===== src/rtl/irq_arbiter.sv =====
// Machine-level interrupt arbiter.
// Samples MSI/MTI/MEI into an mip image and masks them with mie and mstatus.MIE.
// Picks one winner by fixed priority (MEI > MSI > MTI) and offers it to the
// controller through a req/ack handshake. Holds off new requests until the
// handler's MRET retires.
module irq_arbiter #(
    parameter int XLEN        = 32,
    parameter int ACK_TIMEOUT = 255
) (
    input  logic            clk,
    input  logic            reset,
    input  logic            enable,
    input  logic            mstatus_mie,
    input  logic [XLEN-1:0] mie,
    input  logic            sw_irq,
    input  logic            timer_irq,
    input  logic            ext_irq,
    output logic            irq_req,
    output logic [XLEN-1:0] irq_cause,
    input  logic            irq_ack,
    input  logic            irq_done,
    output logic [XLEN-1:0] mip_o,
    output logic            in_service,
    output logic            ack_timeout_err
);

    typedef enum logic [1:0] {
        ST_IDLE    = 2'd0,
        ST_REQ     = 2'd1,
        ST_SERVICE = 2'd2
    } state_t;

    localparam int            CW       = (ACK_TIMEOUT > 1) ? $clog2(ACK_TIMEOUT) : 1;
    localparam logic [CW-1:0] TMO_LAST = (ACK_TIMEOUT > 0) ? CW'(ACK_TIMEOUT - 1) : {CW{1'b0}};
    localparam logic          TMO_EN   = (ACK_TIMEOUT != 0);

    localparam logic [3:0] CODE_MSI = 4'd3;
    localparam logic [3:0] CODE_MTI = 4'd7;
    localparam logic [3:0] CODE_MEI = 4'd11;

    // Fixed-priority pick; elig is {MEI, MTI, MSI}
    function automatic logic [3:0] pick_code(input logic [2:0] elig);
        logic [3:0] code;
        if (elig[2]) begin
            code = CODE_MEI;
        end else if (elig[0]) begin
            code = CODE_MSI;
        end else begin
            code = CODE_MTI;
        end
        return code;
    endfunction

    // Is the source behind a latched cause code still eligible?
    function automatic logic code_eligible(input logic [3:0] code, input logic [2:0] elig);
        logic hit;
        case (code)
            CODE_MEI: hit = elig[2];
            CODE_MTI: hit = elig[1];
            CODE_MSI: hit = elig[0];
            default:  hit = 1'b0;
        endcase
        return hit;
    endfunction

    state_t          state_q;
    logic [2:0]      pend_q;          // {MEI, MTI, MSI}
    logic            irq_req_q;
    logic            in_service_q;
    logic            err_q;
    logic [XLEN-1:0] cause_q;
    logic [CW-1:0]   cnt_q;

    logic [2:0]      elig_s;
    logic            latched_elig_s;
    logic            tmo_hit_s;
    logic            mti_clr_s;
    logic [XLEN-1:0] cause_new_s;
    logic            unused_mie_s;

    // Only bits 3/7/11 of mie matter; fold the rest away
    assign unused_mie_s = ^mie;

    // Eligibility, timeout detection and the MTI clear-on-ack condition
    always_comb begin
        elig_s         = pend_q & {mie[11], mie[7], mie[3]} & {3{mstatus_mie}};
        latched_elig_s = code_eligible(cause_q[3:0], elig_s);
        cause_new_s    = {1'b1, {(XLEN-5){1'b0}}, pick_code(elig_s)};
        if (TMO_EN && (cnt_q == TMO_LAST)) begin
            tmo_hit_s = 1'b1;
        end else begin
            tmo_hit_s = 1'b0;
        end
        if (enable && (state_q == ST_REQ) && irq_ack && (cause_q[3:0] == CODE_MTI)) begin
            mti_clr_s = 1'b1;
        end else begin
            mti_clr_s = 1'b0;
        end
    end

    // Pending image: MSI/MEI are level samples, MTI is sticky until its ack (set wins)
    always_ff @(posedge clk or posedge reset) begin
        if (reset) begin
            pend_q <= 3'b000;
        end else begin
            pend_q[0] <= sw_irq;
            pend_q[1] <= timer_irq | (pend_q[1] & ~mti_clr_s);
            pend_q[2] <= ext_irq;
        end
    end

    // Handshake FSM with registered req/in_service/error outputs
    always_ff @(posedge clk or posedge reset) begin
        if (reset) begin
            state_q      <= ST_IDLE;
            irq_req_q    <= 1'b0;
            in_service_q <= 1'b0;
            err_q        <= 1'b0;
            cause_q      <= {XLEN{1'b0}};
            cnt_q        <= {CW{1'b0}};
        end else begin
            err_q <= 1'b0;
            if (!enable) begin
                state_q      <= ST_IDLE;
                irq_req_q    <= 1'b0;
                in_service_q <= 1'b0;
            end else begin
                case (state_q)
                    ST_IDLE: begin
                        if (|elig_s) begin
                            state_q   <= ST_REQ;
                            irq_req_q <= 1'b1;
                            cause_q   <= cause_new_s;
                            cnt_q     <= {CW{1'b0}};
                        end
                    end
                    ST_REQ: begin
                        if (irq_ack) begin
                            state_q      <= ST_SERVICE;
                            irq_req_q    <= 1'b0;
                            in_service_q <= 1'b1;
                        end else if (!latched_elig_s) begin
                            state_q   <= ST_IDLE;
                            irq_req_q <= 1'b0;
                        end else if (tmo_hit_s) begin
                            state_q   <= ST_IDLE;
                            irq_req_q <= 1'b0;
                            err_q     <= 1'b1;
                        end else begin
                            cnt_q <= cnt_q + CW'(1);
                        end
                    end
                    ST_SERVICE: begin
                        if (irq_done) begin
                            state_q      <= ST_IDLE;
                            in_service_q <= 1'b0;
                        end
                    end
                    default: begin
                        state_q      <= ST_IDLE;
                        irq_req_q    <= 1'b0;
                        in_service_q <= 1'b0;
                    end
                endcase
            end
        end
    end

    // Output mapping; every bit comes straight from a flop
    always_comb begin
        mip_o           = {XLEN{1'b0}};
        mip_o[3]        = pend_q[0];
        mip_o[7]        = pend_q[1];
        mip_o[11]       = pend_q[2];
        irq_req         = irq_req_q;
        irq_cause       = cause_q;
        in_service      = in_service_q;
        ack_timeout_err = err_q;
    end

endmodule


===== config.mk =====
export PLATFORM = sky130hd
export DESIGN_NAME = irq_arbiter
export DESIGN_NICKNAME = d
export VERILOG_FILES = /design/src/rtl/irq_arbiter.sv
export SDC_FILE = /design/constraint.sdc
export NUM_CORES = 1
export LEC_CHECK = 0
export BUFFER_PORTS_ARGS = -buffer_cell sky130_fd_sc_hd__buf_2
export CAP_MARGIN = 20
export CORE_ASPECT_RATIO = 1.1
export CORE_UTILIZATION = 40
export DETAILED_ROUTE_END_ITERATION = 8
export GPL_TIMING_DRIVEN = 0
export PLACE_DENSITY = 0.92
export SLEW_MARGIN = 5
export SYNTH_ARGS = -nofsm -noshare
export SYNTH_HDL_FRONTEND = slang
export SYNTH_SLANG_ARGS = --single-unit
export TNS_END_PERCENT = 100

===== constraint.sdc =====
create_clock -name clk -period 1.7 [get_ports clk]
set_input_delay 0.34 -clock clk [delete_from_list [all_inputs] [get_ports clk]]
set_output_delay 0.34 -clock clk [all_outputs]
set_load 0.02 [all_outputs]

# [Yosys cells after proc, flatten, opt, wreduce, memory -nomap -nowiden]
# Index checks and enable logic that the tools add are counted.
[word_totals] register_bits=21 in_bits=41
[classes] eq_ne=16 bitwise_logic=5 muxes=32 reduce_logical=11 n_addsub=1
[ops] operator="$mux W8" n=4
[ops] operator="$pmux W8 S2" n=1
[ops] operator="$mux W1" n=15
[ops] operator="$mux W2" n=6
[ops] operator="$ne A2 B2 Y1 const B" n=6
[ops] operator="$reduce_and A3 Y1" n=4
[ops] operator="$ne A3 B3 Y1 const B" n=3
[ops] operator="$pmux W1 S3" n=3
[ops] operator="$add A8 B1 Y8 const B" n=1
[ops] operator="$eq A8 B8 Y1 const B" n=1
[ops] operator="$and A3 B3 Y3" n=2
[ops] operator="$pmux W2 S3" n=1
[ops] operator="$reduce_and A6 Y1" n=1
[ops] operator="$ne A5 B5 Y1 const B" n=1
[ops] operator="$eq A4 B2 Y1 const B" n=1
[ops] operator="$eq A4 B3 Y1 const B" n=1
[ops] operator="$eq A4 B4 Y1 const B" n=1
[ops] operator="$mux W4" n=1
[ops] operator="$logic_and A1 B1 Y1" n=3
[ops] operator="$mux W3" n=1
[ops] operator="$reduce_or A3 Y1" n=1
[ops] operator="$eq A2 B1 Y1 const B" n=1
[ops] operator="$eq A2 B2 Y1 const B" n=1
[ops] operator="$logic_not A2 Y1" n=1
[ops] operator="4 further kinds" n=4

# [Longest topological paths before layout]
[logic_depth] ltp_word=8 depth_mapped=8

# [Least setup slack after synthesis]
# Ideal clock, no wire load.
[synth_timing] path_kind="register to register" startpoint="register cause_q[3], in the netlist irq_cause[3]" endpoint="register cnt_q[3]" stages_incl_launch_ff=7 arrival_ns=1.496 setup_ns=0.119 t_required_ns=1.581 path_slack_ns=0.086 synth_period_minus_slack_ns=1.614 cell_sequence="dfrtp_1 -> nand3b_1 -> a211oi_2 -> o21ai_2 -> and2_4 -> buf_6 -> a21o_2"
[synth_between] elab_chain_cells=4 word_cells_on_any_way=6
[synth_rtl] element="start, declared" line_no="71" rtl="logic [XLEN-1:0] cause_q;"
[synth_rtl] element="start signal, assigned" line_no="119" rtl="cause_q <= {XLEN{1'b0}};"
[synth_rtl] element="start signal, assigned" line_no="133" rtl="cause_q <= cause_new_s;"
[synth_rtl] element="$eq A4 B2 Y1, or another cell as far along" line_no="57" rtl="case (code)"
[synth_rtl] element="$pmux W1 S3 (*)" line_no="57"
[synth_rtl] element="$ne A2 B2 Y1 (no source line) (*)"
[synth_rtl] element="$reduce_and A6 Y1 (no source line) (*)"
[synth_rtl] element="end signal, assigned" line_no="120" rtl="cnt_q <= {CW{1'b0}};"
[synth_rtl] element="end signal, assigned" line_no="134" rtl="cnt_q <= {CW{1'b0}};"
[synth_rtl] element="end signal, assigned" line_no="150" rtl="cnt_q <= cnt_q + CW'(1);"
[synth_rtl] element="end, declared" line_no="72" rtl="logic [CW-1:0] cnt_q;"
# Every way passes the cells marked *; elsewhere a longest branch is shown, timed or not.
# A chain may end at the register's enable or synchronous reset.

# [Worst setup path after layout]
# Ends and elaborated chain as after synthesis.

==> results.md <==
- Main synth FF type: dfrtp_1
- Worst-path cell chain: nand3b_1 > nor3_1 > o21ai_2 > and2_4 > buf_6 > a21o_2
- Worst min path class: in2reg
- RSZ-0062 raised after global routing: no
- Routability cong.: 0.808
- Die Height: 65.0 um
- Yosys warns: 0
- Final setup TNS: 0 ns
- Placed cell area: ~1800 um2
- Netlist Area Pre-Place: 1450 um2
- Crit path max-delay family: simple AND/OR/NAND/NOR gates
- CTS H-tree depth: 1
- Vias: 1178
- Share of layout cells above drive strength 1: around two fifths
- Clock transition at the registers of the reported paths: 0.10 ns
- Ys async rst share: 100%
- DRC viols: 0
- Wire length per cell: 9.48 um
- Avg Synthesized Cell Area: 9.20 um2
- Ant. Diodes: 0
- Ranking of synthesized cells by area: dfrtp_1 33%, buf_4 30%, nand3_1 4.2%, a21o_1 2.6%, o31ai_1 2.6%
- Chip Width: 59.3 um
- Clk sinks: 19
- Worst-path maximum fanout: 7
- Via-to-Cell Ratio: 4.12
- Vias in the first global route: 1067
- Kind of critical path: reg2reg
- First-pass GRT wire length: between 4000 and 5000 um
- Die area: 3860 um2
- Outcome: complete, no violations
- Port buffer count: 22
- Endpoints failing setup: 0
- Pwr/cell area: 681 nW/um2
- Largest area contributor in the netlist: dfrtp_1
- Worst Path Arrival: 1.85 ns
- Final instance area: 1850 um2
- EDFF count, synth: 0
- Final max-slew violation count: 0
- Max Fclk: 607 MHz
- Hold violation count in the final report: 0
- Leakage: 1.03 nW
- Detailed Route Iter0 Violations: 52
- Overall global routing resource usage: 14.4%
- Post-layout min period: approximately 1.6 ns
- Tcrit/Tclk final: 96.9%
- Area grow syn2layout: 28.0%
- Initial antenna violation count: 0
- Cts bufs inserted: 3
- Peak VDD IR: 0.234 mV
- Sequential fraction of the synthesis area: roughly a third
- Rows: 22
- Detailed placement HPWL: 2170 um
- Overflow left after global routing: 0
- Clock buffer depth: 2
- TritonCTS clock tree: yes
- Worst-margin pin slew: 0.721 ns
- Crit end category: register
- Io pins: 108
- Hold WS: between 0.1 and 0.15 ns
- Worst path max stage delay: about 0.44 ns
- Post-CTS setup buffer count: 0
- Max capacitance violation total: 0
- Fill cells: ~320
- Initial Utilization: between 40 and 50%
- Power after layout: 1.26 mW
- Cells after Synth: 157
- Core area: 3390 um2
- Setup Skew: 0.00273 ns
- Detail Route Antenna Nets: 0
- Largest net degree at the start of global routing: 20
- Skew-Pair Late Insertion Delay: 0.30 ns
- CP startpoint kind: register
- Final wirelength: 2710 um
- Worst path slowest cell: dfrtp_1
- Max transition margin: 51.9%
- WP data required: 1.90 ns
- DRT Pass-1 Iters: 4
- Post-synthesis register bit count: 19
- Count of cell types in the netlist: 35
- Root Buffer: clkbuf_4
- Nets: roughly 280
- Area share of the largest cell type after synthesis: between 30% and 40%
- WP buf/inv: 1
==> cell usage after synthesis, types with 2 or more instances <==
master	n
nor3_1	2
or2_2	2
nand2b_1	5
nand2_1	7
dfrtp_1	19
a21oi_1	2
nand3b_1	4
ha_1	2
nand3_1	12
nor2_1	3
a21boi_0	2
a21o_1	5
o31ai_1	5
inv_1	4
buf_4	58
o21ai_0	6
==> final timing paths <==
path	start	to	slack [ns]	cells after the start
max	irq_cause[3]	cnt_q[3]	0.05	6
min in group asynchronous	reset	pend_q[1]	0.14	2
max reg2reg	irq_cause[3]	cnt_q[3]	0.05	6
min reg2reg	in_service	in_service	0.54	2
min	ext_irq	pend_q[2]	0.13	1
max in group asynchronous	reset	state_q[1]	1.07	2
==> worst reg2reg max path, stage by stage (launching register included) <==
cell      delay [ns]
dfrtp_1         0.44
nand3b_1        0.24
nor3_1          0.24
o21ai_2         0.12
and2_4          0.17
buf_6           0.13
a21o_2          0.21
==> layout make-up <==
| cell class | count | area (um2) | share of cell area, % |
|---|---|---|---|
| tap | 48 | 60.1 | 3.25 |
| timing repair buffer | 22 | 110 | 5.95 |
| clock buffer | 4 | 26.3 | 1.42 |
| inverter | 5 | 21.3 | 1.15 |
| buffer | 60 | 450 | 24.4 |
| multi-input combinational | 128 | 704 | 38.1 |
| sequential | 19 | 477 | 25.8 |
==> what timing repair did <==
action,in CTS,in global routing
hold buffers,0,0
endpoints found under the setup margin,0,3
gates resized for setup,0,1
==> power by group <==
part           switching, mW  total (mW)  internal (mW)
Sequential            0.0912       0.611          0.520
Clock                  0.139       0.230         0.0916
Combinational          0.232       0.418          0.186
==> cells by family (layout without fill, tap and decap cells) <==
| family | count (synthesis) | count (layout) | synth area share [%] |
|---|---|---|---|
| other | 1 | 56 | 0.259 |
| DFF | 19 | 19 | 32.9 |
| and+or+nand+nor | 41 | 41 | 17.5 |
| AOI/OAI and AO/OA | 28 | 28 | 14.3 |
| buffers and inverters | 65 | 91 | 32.6 |
| adders and majority gates | 2 | 2 | 1.73 |
| muxes | 1 | 1 | 0.693 |
==> cells in the final DEF, fill, tap and decap left out, drive strengths merged, types with 2 or more instances in the layout <==
| master | count |
|---|---|
| a21boi | 2 |
| a21o | 6 |
| a21oi | 2 |
| buf | 81 |
| clkbuf | 5 |
| conb | 56 |
| dfrtp | 19 |
| ha | 2 |
| inv | 5 |
| nand2 | 7 |
| nand2b | 5 |
| nand3 | 12 |
| nand3b | 4 |
| nand4 | 2 |
| nor2 | 3 |
| nor3 | 2 |
| o21ai | 7 |
| o31ai | 5 |
| or2 | 2 |
==> through the flow <==
stage	cells	worst slack, ns	util, %
final	286	0.0525	54.6
after global routing	286	0.00729	54.6
after CTS	286	0.0402	54.6
after detailed placement	282	0.0438	53.8
after global placement	282	0.0819	53.8
after floorplan	212	0.0856	-
==> registers in the layout (all words and copies together), names as in the netlist <==
signal           flops
cnt_q                8
irq_cause            3
pend_q               3
state_q              2
ack_timeout_err      1
in_service           1
irq_req              1
==> routing by layer <==
| layer | GRT usage, % | share of wire [%] |
|---|---|---|
| met2 | 27.0 | 55 |
| met3 | 3.39 | 7.6 |
| met1 | 13.8 | 35 |
| met5 | 0 | 0 |
| met4 | 8.33 | 2.0 |
(Power assumes the default switching activity.)
